**config.mk**
```make
export PLATFORM = sky130hd
export DESIGN_NAME = bus_cpu_core
export DESIGN_NICKNAME = d
export VERILOG_FILES = /design/src/rtl/bus_cpu_core.sv
export SDC_FILE = /design/constraint.sdc
export NUM_CORES = 1
export LEC_CHECK = 0
export ABC_AREA = 1
export CAP_MARGIN = 20
export CORE_MARGIN = 3
export CORE_UTILIZATION = 60
export CTS_BUF_LIST = sky130_fd_sc_hd__clkbuf_4
export DETAILED_ROUTE_END_ITERATION = 8
export PLACE_DENSITY = 0.84
export SLEW_MARGIN = 20
export SYNTH_ARGS = -nofsm -noshare
export SYNTH_HDL_FRONTEND = slang
export SYNTH_SLANG_ARGS = --single-unit
```
**constraint.sdc**
```tcl
create_clock -name clk -period 10.15 [get_ports clk]
set_clock_uncertainty 0.2 [all_clocks]
set_input_delay 2.03 -clock clk [delete_from_list [all_inputs] [get_ports clk]]
set_output_delay 2.03 -clock clk [all_outputs]
set_load 0.03 [all_outputs]
```
**src/rtl/bus_cpu_core.sv**
```systemverilog
// bus_cpu_core: multi-cycle datapath with an NREGS x DATA_W register file,
// accumulator A, result register G and ALU sharing one internal bus.
// Instructions are accepted by a valid/ready handshake and run in 1 or 3 steps.
// Optional flags unit (flag_z, flag_c) is built when CPU_FLAGS_EN is defined.
module bus_cpu_core #(
  parameter int DATA_W = 8,
  parameter int NREGS  = 4,
  localparam int RW    = $clog2(NREGS),
  localparam int IW    = 3 + 2 * RW
) (
  input  logic              clk,
  input  logic              rst,
  input  logic [IW-1:0]     instr,
  input  logic              instr_valid,
  output logic              instr_ready,
  input  logic [DATA_W-1:0] din,
  output logic [DATA_W-1:0] bus,
  output logic [NREGS+1:0]  tri_en,
  output logic              done,
  input  logic [RW-1:0]     rd_sel,
  output logic [DATA_W-1:0] rd_data
`ifdef CPU_FLAGS_EN
  ,
  output logic              flag_z,
  output logic              flag_c
`endif
);

  localparam logic [2:0] OP_LOAD = 3'b000;
  localparam logic [2:0] OP_MOV  = 3'b001;
  localparam logic [2:0] OP_ADD  = 3'b010;
  localparam logic [2:0] OP_SUB  = 3'b011;
  localparam logic [2:0] OP_AND  = 3'b100;
  localparam logic [2:0] OP_XOR  = 3'b101;
  localparam logic [2:0] OP_SHL  = 3'b110;
  localparam logic [2:0] OP_NOP  = 3'b111;

  typedef enum logic [1:0] {S_IDLE, S_T1, S_T2, S_T3} state_t;

  state_t            state_q, state_d;
  logic [IW-1:0]     ir_q, ir_d;
  logic [DATA_W-1:0] a_q, a_d;
  logic [DATA_W-1:0] g_q, g_d;
  logic [DATA_W-1:0] regs_q [NREGS];
  logic [DATA_W-1:0] regs_d [NREGS];

  logic [2:0]        op;
  logic [RW-1:0]     rx, ry;
  logic [NREGS-1:0]  rx_oh, ry_oh;
  logic              is_alu;

  // ALU result, modulo 2^DATA_W; SHL shifts in a zero and ignores b
  function automatic logic [DATA_W-1:0] alu_f(input logic [2:0] f_op,
                                              input logic [DATA_W-1:0] f_a,
                                              input logic [DATA_W-1:0] f_b);
    logic [DATA_W-1:0] r;
    case (f_op)
      OP_ADD:  r = f_a + f_b;
      OP_SUB:  r = f_a - f_b;
      OP_AND:  r = f_a & f_b;
      OP_XOR:  r = f_a ^ f_b;
      OP_SHL:  r = {f_a[DATA_W-2:0], 1'b0};
      default: r = '0;
    endcase
    return r;
  endfunction

`ifdef CPU_FLAGS_EN
  // Carry-out for ADD, borrow for SUB, bit shifted out for SHL, else 0
  function automatic logic carry_f(input logic [2:0] f_op,
                                   input logic [DATA_W-1:0] f_a,
                                   input logic [DATA_W-1:0] f_b);
    logic [DATA_W-1:0] s;
    logic c;
    s = f_a + f_b;
    case (f_op)
      OP_ADD:  c = (s < f_a);
      OP_SUB:  c = (f_a < f_b);
      OP_SHL:  c = f_a[DATA_W-1];
      default: c = 1'b0;
    endcase
    return c;
  endfunction

  logic flag_z_q, flag_z_d;
  logic flag_c_q, flag_c_d;
  assign flag_z = flag_z_q;
  assign flag_c = flag_c_q;
`endif

  assign op          = ir_q[IW-1 -: 3];
  assign rx          = ir_q[2*RW-1 -: RW];
  assign ry          = ir_q[RW-1:0];
  assign is_alu      = (op != OP_LOAD) && (op != OP_MOV) && (op != OP_NOP);
  assign instr_ready = (state_q == S_IDLE);
  assign rd_data     = regs_q[rd_sel];

  // One-hot decode of the register fields for the bus driver select
  always_comb begin
    rx_oh = '0;
    ry_oh = '0;
    for (int i = 0; i < NREGS; i++) begin
      rx_oh[i] = (rx == i[RW-1:0]);
      ry_oh[i] = (ry == i[RW-1:0]);
    end
  end

  // Bus driver select and done, decoded purely from registered state
  always_comb begin
    tri_en = '0;
    done   = 1'b0;
    case (state_q)
      S_T1: begin
        case (op)
          OP_LOAD: tri_en[NREGS]     = 1'b1;
          OP_MOV:  tri_en[NREGS-1:0] = ry_oh;
          OP_NOP:  tri_en            = '0;
          default: tri_en[NREGS-1:0] = rx_oh;
        endcase
        done = !is_alu;
      end
      S_T2: begin
        if (op != OP_SHL) tri_en[NREGS-1:0] = ry_oh;
      end
      S_T3: begin
        tri_en[NREGS+1] = 1'b1;
        done            = 1'b1;
      end
      default: begin
        tri_en = '0;
        done   = 1'b0;
      end
    endcase
  end

  // Bus value: OR of the selected drivers, zero when nothing drives it
  always_comb begin
    bus = '0;
    for (int i = 0; i < NREGS; i++) begin
      if (tri_en[i]) bus = bus | regs_q[i];
    end
    if (tri_en[NREGS])   bus = bus | din;
    if (tri_en[NREGS+1]) bus = bus | g_q;
  end

  // Step sequencing and register-transfer updates
  always_comb begin
    state_d = state_q;
    ir_d    = ir_q;
    a_d     = a_q;
    g_d     = g_q;
    regs_d  = regs_q;
`ifdef CPU_FLAGS_EN
    flag_z_d = flag_z_q;
    flag_c_d = flag_c_q;
`endif
    case (state_q)
      S_IDLE: begin
        if (instr_valid) begin
          ir_d    = instr;
          state_d = S_T1;
        end
      end
      S_T1: begin
        if (is_alu) begin
          a_d     = bus;
          state_d = S_T2;
        end else begin
          if (op != OP_NOP) regs_d[rx] = bus;
          state_d = S_IDLE;
        end
      end
      S_T2: begin
        g_d = alu_f(op, a_q, bus);
`ifdef CPU_FLAGS_EN
        flag_z_d = (g_d == '0);
        flag_c_d = carry_f(op, a_q, bus);
`endif
        state_d = S_T3;
      end
      S_T3: begin
        regs_d[rx] = bus;
        state_d    = S_IDLE;
      end
      default: state_d = S_IDLE;
    endcase
  end

  // State registers; asynchronous reset aborts any instruction in flight
  always_ff @(posedge clk or negedge rst) begin
    if (!rst) begin
      state_q <= S_IDLE;
      ir_q    <= '0;
      a_q     <= '0;
      g_q     <= '0;
      for (int i = 0; i < NREGS; i++) regs_q[i] <= '0;
`ifdef CPU_FLAGS_EN
      flag_z_q <= 1'b0;
      flag_c_q <= 1'b0;
`endif
    end else begin
      state_q <= state_d;
      ir_q    <= ir_d;
      a_q     <= a_d;
      g_q     <= g_d;
      regs_q  <= regs_d;
`ifdef CPU_FLAGS_EN
      flag_z_q <= flag_z_d;
      flag_c_q <= flag_c_d;
`endif
    end
  end

endmodule

```
# After elaboration in Yosys (flattened, before gate mapping)
# Cells that the tools add are included.
dict set report classes {
  n_addsub 2
  mul 0
  n_div 0
  order_cmp 3
  n_eq_ne 22
  shifts 0
  n_mux 26
  bitwise 9
  reduce_logical 14
}
# operator n
set op_table {}
lappend op_table {{$mux W8} 9}
lappend op_table {{$mux W32} 2}
lappend op_table {{$pmux W32 S2} 1}
lappend op_table {{$or A8 B8 Y8} 5}
lappend op_table {{$pmux W8 S5} 1}
lappend op_table {{$bwmux W32} 1}
lappend op_table {{$bmux W8 S2} 1}
lappend op_table {{$demux W8 S2} 1}
lappend op_table {{$pmux W4 S2} 2}
lappend op_table {{$eq A2 B2 Y1 const B} 6}
lappend op_table {{$eq A3 B3 Y1 const B} 4}
lappend op_table {{$add A8 B8 Y8} 1}
lappend op_table {{$and A8 B8 Y8} 1}
lappend op_table {{$pmux W2 S4} 1}
lappend op_table {{$sub A8 B8 Y8} 1}
lappend op_table {{$xor A8 B8 Y8} 1}
lappend op_table {{$eq A2 B1 Y1 const B} 3}
lappend op_table {{$eq A3 B2 Y1 const B} 2}
lappend op_table {{$ge A3 B3 Y1 const B} 2}
lappend op_table {{$logic_not A2 Y1} 3}
lappend op_table {{$ne A2 B2 Y1 const B} 3}
lappend op_table {{$ne A3 B3 Y1 const B} 2}
lappend op_table {{$not A2 Y3} 2}
lappend op_table {{$mux W2} 2}
lappend op_table {{other kinds (14)} 19}
dict set report totals {
  register_bits 57
  latchBits 0
  ramBits 0
  romBits 0
  input_bits 20
  out_inout_bits 24
  word_cells 84
  memories 0
}

# Depth between registers and ports, before layout
# Gate-level depths: netlist of the first run.
dict set report logic_depth {
  ltp_word 19
  ltp_mapped 31
  ltp_nobuf 31
}

# Worst setup path after synthesis of the first run
# No wires, ideal clock.
dict set report synth_timing {
  path_type {in2out}
  start {input port rd_sel[0]}
  end {output port rd_data[6]}
  arrival_time_ns 3.017
  required_ns 7.920
  path_slack_ns 4.903
  path_stages 4
  n_path_buf 1
  path_cell_list {inv_1 clkbuf_1 o21ai_0 o22ai_1}
}
dict set report synth_via {
  elab_chain_len 4
}
# item line_no
set synth_lines {}
lappend synth_lines {{start: declaration} 20} ;# input logic [RW-1:0] rd_sel,
lappend synth_lines {{$not A2 Y3 (not written as such)} 96} ;# assign rd_data = regs_q[rd_sel];
lappend synth_lines {{$bmux W8 S2} 96}
lappend synth_lines {{$mux W8 (not written as such) (2 in a row)} 96}
lappend synth_lines {{end: declaration} 21} ;# output logic [DATA_W-1:0] rd_data
# Every way passes these cells. The select of a mux whose other input is x is not followed.

# Worst setup path in the final report of the first run
dict set report layout_timing {
  start {input port rd_sel[0]}
  end {output port rd_data[4]}
}
# Same word-level chain as after synthesis.

==> results of run 1 <==
## power by group
group          switching [mW]  leakage [nW]  total [mW]  internal [mW]
Clock                  0.0896        0.0636       0.141         0.0514
Combinational           0.667          1.43        1.03          0.362
Sequential             0.0855         0.732       0.403          0.318
Total                   0.842          2.23        1.57          0.732
## cells in the mapped netlist (3+ instances only)
master / count / area [um2]
nand2_1: 108 / 405
o21ai_0: 86 / 430
dfrtp_1: 57 / 1430
inv_1: 57 / 214
nor2_1: 40 / 150
nand3_1: 34 / 170
ha_1: 21 / 263
a21oi_1: 18 / 90.1
nand2_4: 11 / 124
nand2_2: 10 / 62.6
clkbuf_1: 9 / 33.8
inv_2: 8 / 30.0
o22ai_1: 7 / 43.8
nand4_1: 5 / 31.3
nor2_4: 5 / 56.3
nand3_2: 4 / 40.0
nor2_2: 4 / 25.0
xor2_1: 4 / 35.0
buf_2: 3 / 15.0
## registers in the layout (all words and copies together), names as in the netlist, named ones only
signal   cells
state_q      1
ir_q         7
a_q          8
g_q          8
regs_q      32
## cell usage in the layout (no fill, tap or decap), drive strengths merged
master,n
a31oi,2
or2,1
xnor2,2
nand4,5
fa,1
inv,65
nor3b,1
nand3b,3
a21boi,1
o21ai,88
nor2,50
nand2,129
nand3,39
xor2,4
nor3,1
clkinv,5
clkbuf,10
o21bai,3
o22ai,7
clkinvlp,1
a221oi,2
o31ai,2
o2111ai,1
buf,2
clkdlybuf4s50,42
dfrtp,57
a21oi,18
ha,21
## kinds of logic after synthesis
kind of cell / Yosys count
xor+xnor: 6
simple gates: 229
flops: 57
compound gates: 124
buf+inv: 78
fa+ha+maj: 22
## per-stage QoR
step	utilization	worst slack, ps	total power, mW	instances
CTS	0.734	3690	1.56	638
global placement	0.716	3750	1.38	622
detailed placement	0.716	3700	1.42	622
global route	0.734	3520	1.72	638
floorplan	-	4900	1.15	516
finish	0.734	3650	1.57	638
## worst register-to-register path, cell delays in order (launching register included)
cell	delay (ps)
dfrtp_1	440
inv_1	130
ha_1	920
a21boi_4	380
nand2_1	80
nand2_1	110
inv_2	40
nand2_2	140
inv_1	130
ha_1	300
nand2_1	60
o21ai_0	150
fa_1	480
o31ai_1	330
inv_1	80
nor2_1	140
nor2_1	60
nor2_1	110
o21ai_0	80
nor3b_1	140
o21ai_0	130
o21ai_0	100
## final cells by class
type                       instances  area share
sequential                        57       0.319
timing repair buffer              44      0.0967
multi-input combinational        381       0.484
tap                               75      0.0210
inverter                          65      0.0545
clock inverter                     6     0.00783
clock buffer                      10      0.0168
## worst min-delay path by stage
stage                           start                      to  slack (ps)  cells after the start
2_1_floorplan  regs_q[20]$_DFFE_PN0P_  regs_q[20]$_DFFE_PN0P_         250                      2
3_3_place_gp   regs_q[20]$_DFFE_PN0P_  regs_q[20]$_DFFE_PN0P_         270                      2
3_5_place_dp   regs_q[11]$_DFFE_PN0P_  regs_q[11]$_DFFE_PN0P_         300                      2
4_1_cts        regs_q[30]$_DFFE_PN0P_  regs_q[30]$_DFFE_PN0P_         330                      2
5_1_grt        regs_q[27]$_DFFE_PN0P_  regs_q[27]$_DFFE_PN0P_         360                      2
6_report        regs_q[5]$_DFFE_PN0P_   regs_q[5]$_DFFE_PN0P_         330                      2
## per-layer routing
layer / track usage / routed length [um] / up-vias
met5: 0 / 0 / -
met4: 0.0992 / 211 / 0
met2: 0.449 / 4730 / 144
met3: 0.0352 / 579 / 20
met1: 0.376 / 4280 / 1697
li1: - / - / 1789
==> run_results.csv, run 1 <==
group,metric,value,unit
outcome,status,"completed",
sta,drv_slew,0,
floorplan,die-height,86.5,um
global_routing,antenna_found_initial,0,
global_routing,grt_max_degree,58,
worst_hold_path,hold_class,"register to register",
placement,dpl_cell_area,4370,um2
clock_tree,path_clk_slew,110,ps
critical_path,worstPathMaxFanout,17,
critical_path,path_class,"primary input to primary output",
layout,multi_input_area,2170,um2
synth,syn-cell-area,3890,um2
placement,portBuffers,43,
critical_path,path_depth,6,
clock_tree,worstSkewPairLatency,400,ps
clock_tree,ctsResizeCount,0,
synth,synthAdderAreaFrac,0.0727,
critical_path,crit_path_max_incr_delay,780,ps
critical_path,crit_chain,"clkdlybuf4s50_1 > inv_1 > o21ai_0 > a21oi_1 > a21oi_1 > clkdlybuf4s50_1",
global_routing,grt_pass1_vias,3393,
critical_path,r2r-end,"g_q[6]$_DFFE_PN0N_",
sta,max_freq,154,MHz
pwr,power_density,352,nW/um2
clock_tree,cts.sinks,57,
sta,worst_slew_pin_slew,932,ps
critical_path,crit_buf_inv,3,
critical_path,r2r-start,"state_q[0]$_DFFE_PN0P_",
sta,holdWs,329,ps
synth,synth_compound_area_frac,0.176,
clock_tree,hold_buffers,0,
sta,slew_headroom,0.379,
flow_run,max-cap-violations,0,
sta,rsz0062_at_grt,"no",
critical_path,crit_path_start_kind,"primary input",
critical_path,cp_top_family,"buffers and inverters",
synth,avgSynthCellArea,7.54,um2
placement,gp_congestion,0.915,
critical_path,crit_path_start,"rd_sel[0]",
routing,routed_wl,9800,um
synth,yosys.cell_types.count,39,
synth,ys_async_sr_fraction,1.00,
clock_tree,postCtsSetupRepairBufs,0,
routing,remaining_drc_errors,0,
routing,ant_nets,0,
clock_tree,clock_path_buffers,2,
synth,ys_seq_elements,57,
synth,synth_warnings,0,
routing,first_iter_violations,291,
sta,setup_violations,0,
layout,final_area,4480,um2
layout,area_growth,15.0,%
floorplan,io_pins,44,
sta,final_hold_viol_count,0,
routing,via_per_inst,5.72,
layout,final_layout_size_suffix_gt1_frac,0.121,
sta,fin_crit_sh,0.640,
critical_path,critPathCaptureType,"primary output",
synth,synth-edff-count,0,
synth,synth_top_family_by_area,"simple AND/OR/NAND/NOR gates",
clock_tree,cts_buffers,9,
synth,synth_xor_area_frac,0.0135,
synth,synth-main-ff-cell,"dfrtp_1",
synth,synthSimpleGateAreaFrac,0.295,
synth,postSynthCellCount,516,
global_routing,grtUsageTotal,0.275,
layout,nNetsFinal,600,
critical_path,critPathCapture,"rd_data[4]",
critical_path,reg2reg_setup_slack,5270,ps
routing,wl_per_cell,15.4,um
critical_path,worstPathRequired,7920,ps
layout,regArea,1430,um2
critical_path,rr_worst_depth,21,
floorplan,num_rows,28,
floorplan,initial_utilization,0.638,
routing,vias,3650,
critical_path,critPathArrivalTime,4270,ps
synth,yosys-mux-area-fraction,0,
critical_path,slowest_stage,"clkdlybuf4s50_1",
sta,min_period,6500,ps
clock_tree,cts_tree,"done",
clock_tree,htree_levels,3,
synth,syn-num-nets,558,
floorplan,dieWidth,86.5,um
clock_tree,cts-root-buf,"clkbuf_4",
synth,ys_seq_area_frac,0.367,
pwr,ir_drop,0.316,mV
placement,dp_hpwl,7190,um
global_routing,grt_overflow,0,
routing,drt_first_pass_iters,5,
layout,antenna_cells,0,
global_routing,grt_pass1_wl,16200,um
floorplan,dieArea,7490,um2
floorplan,coreArea,6100,um2
sta,finalSetupTns,0,ps
layout,fill_cells,493,
pwr,leakagePower,2.23,nW
Power figures use the tool's default switching activity.
==> run 2: changes to the inputs <==
Settings changed: CORE_UTILIZATION 60 to 59, PLACE_DENSITY 0.84 to 0.83.
Clock period 10.15 ns to 6.5 ns, I/O delays scaled along.
==> run 2 against run 1 <==
Compared with the run above: sequential share of layout area fell by 0.14 points; worst setup slack got worse by 2000 ps; flip-flop and latch count did not move; register-to-register slack got worse by 3500 ps; combinational power rose by 56%; largest cell class unchanged; non-clock buffer count rose by 1; critical path type is now register to primary output; via count rose by 1.8%; largest power group unchanged; global-route usage rose by 0.71 points; count of clock-buffer cells in the layout did not move; hold slack got worse by 13 ps; final cell count did not move; critical path depth rose by 2.
==> run_results.csv, run 2 (synthesized netlist as in run 1, its figures left out) <==
group,metric,value,unit
outcome,status,"completed",
clock_tree,path_clk_slew,100,ps
pwr,leakagePower,2.24,nW
critical_path,critPathCaptureType,"primary output",
routing,drt_first_pass_iters,5,
layout,nNetsFinal,601,
clock_tree,cts.sinks,57,
clock_tree,ctsResizeCount,0,
floorplan,dieArea,7610,um2
worst_hold_path,hold_class,"register to register",
global_routing,grt_pass1_vias,3597,
sta,final_hold_viol_count,0,
sta,setup_violations,0,
placement,portBuffers,43,
placement,gp_congestion,0.922,
layout,largest_reg_flops,32,
clock_tree,worstSkewPairLatency,410,ps
layout,top_register,"regs_q",
sta,finalSetupTns,0,ps
placement,dp_hpwl,7240,um
routing,first_iter_violations,417,
routing,via_per_inst,5.82,
critical_path,worstPathMaxFanout,26,
sta,holdWs,315,ps
layout,antenna_cells,0,
layout,fin_util,0.729,
floorplan,dieWidth,87.2,um
clock_tree,clock_path_buffers,2,
critical_path,critPathArrivalTime,3310,ps
floorplan,num_rows,28,
floorplan,coreArea,6170,um2
sta,min_period,4810,ps
routing,wl_per_cell,15.8,um
sta,worst_slew_pin_slew,894,ps
clock_tree,cts_tree,"done",
sta,drv_slew,0,
layout,area_growth,15.5,%
layout,final_layout_size_suffix_gt1_frac,0.119,
placement,dpl_cell_area,4370,um2
global_routing,grt_max_degree,58,
floorplan,io_pins,44,
clock_tree,cts_buffers,9,
critical_path,crit_chain,"inv_1 > ha_1 > a21boi_4 > nand2_1 > nand2_1 > nor2_2 > inv_1 > clkdlybuf4s50_1",
routing,routed_wl,10100,um
critical_path,worstPathRequired,5000,ps
critical_path,path_class,"register to primary output",
global_routing,grt_pass1_wl,16500,um
routing,remaining_drc_errors,0,
global_routing,grt_overflow,0,
clock_tree,htree_levels,3,
layout,reg.largest.list,"regs_q (32), a_q (8), g_q (8)",
sta,max_freq,208,MHz
critical_path,crit_path_max_incr_delay,890,ps
layout,final_area,4500,um2
sta,slew_headroom,0.404,
clock_tree,hold_buffers,0,
layout,final_cell_mix,"nand2_1 (108), o21ai_0 (86), inv_1 (57), dfrtp_1 (57), clkdlybuf4s50_1 (42)",
flow_run,max-cap-violations,0,
clock_tree,cts-root-buf,"clkbuf_4",
routing,ant_nets,0,
pwr,power,2.49,mW
routing,vias,3714,
floorplan,die-height,87.2,um
sta,fin_crit_sh,0.740,
layout,final_common_cell,"nand2_1",
pwr,ir_drop,0.368,mV
floorplan,initial_utilization,0.631,
global_routing,antenna_found_initial,0,
clock_tree,postCtsSetupRepairBufs,0,
critical_path,crit_path_start_kind,"register",
pwr,power_density,553,nW/um2
global_routing,grtUsageTotal,0.282,
critical_path,slowest_stage,"ha_1",
sta,rsz0062_at_grt,"no",
run 2: changes by cell type in the layout (fill, tap and decap cells not counted):
| cell | previous run | this run |
|---|---|---|
| clkinv_4 | 1 | 0 |
| clkinv_2 | 3 | 2 |
| clkinvlp_4 | 1 | 0 |
| bufinv_16 | 0 | 1 |
| clkinv_1 | 1 | 2 |
| buf_4 | 1 | 2 |
run 2: area by class of cell:
type / count / area, um2
clock buffers: 10 / 75.1
inverters: 65 / 244
well taps: 75 / 93.8
clock inverters: 5 / 47.5
repair buffers: 45 / 440
multi-input cells: 381 / 2170
fillers: 498 / 1670
flip-flops and latches: 57 / 1430
run 2: path summary, 6_finish.rpt:
check,startpoint,endpoint,slack [ps],cells after the start
setup / recovery,state_q[0]$_DFFE_PN0P_,bus[5],1690,8
hold / removal,regs_q[22]$_DFFE_PN0P_,regs_q[22]$_DFFE_PN0P_,320,2
setup reg to reg,state_q[0]$_DFFE_PN0P_,g_q[6]$_DFFE_PN0N_,1730,26
hold reg to reg,regs_q[22]$_DFFE_PN0P_,regs_q[22]$_DFFE_PN0P_,320,2
max in group asynchronous,rst,regs_q[12]$_DFFE_PN0P_,4770,2
min in group asynchronous,rst,regs_q[21]$_DFFE_PN0P_,830,2
run 2: critical path: cells and delay by family (launching register included):
| kind | cells | cell delay [ps] |
|---|---|---|
| AO/OA/AOI/OAI | 1 | 370 |
| flip-flops | 1 | 440 |
| AND/OR/NAND/NOR | 3 | 270 |
| buffers and inverters | 3 | 920 |
| adder cells (fa/ha/maj) | 1 | 890 |
run 2: power breakdown:
group          total (mW)  switching (mW)  leakage, nW  internal, mW
registers           0.626           0.129        0.732         0.497
clock network       0.251           0.135       0.0711         0.116
logic                1.61            1.04         1.44         0.569
total                2.49            1.30         2.24          1.18
run 2: layer usage:
layer	GRT usage	part of all wire
met5	0	0
met4	0.102	0.020
met3	0.0728	0.082
met2	0.466	0.48
met1	0.357	0.42
run 2: stage by stage:
stage | setup WS, ps | cells
after detailed placement | 1760 | 623
after floorplan | 2220 | 516
after global placement | 1770 | 623
after global routing | 1190 | 638
after CTS | 1720 | 638
final | 1690 | 638
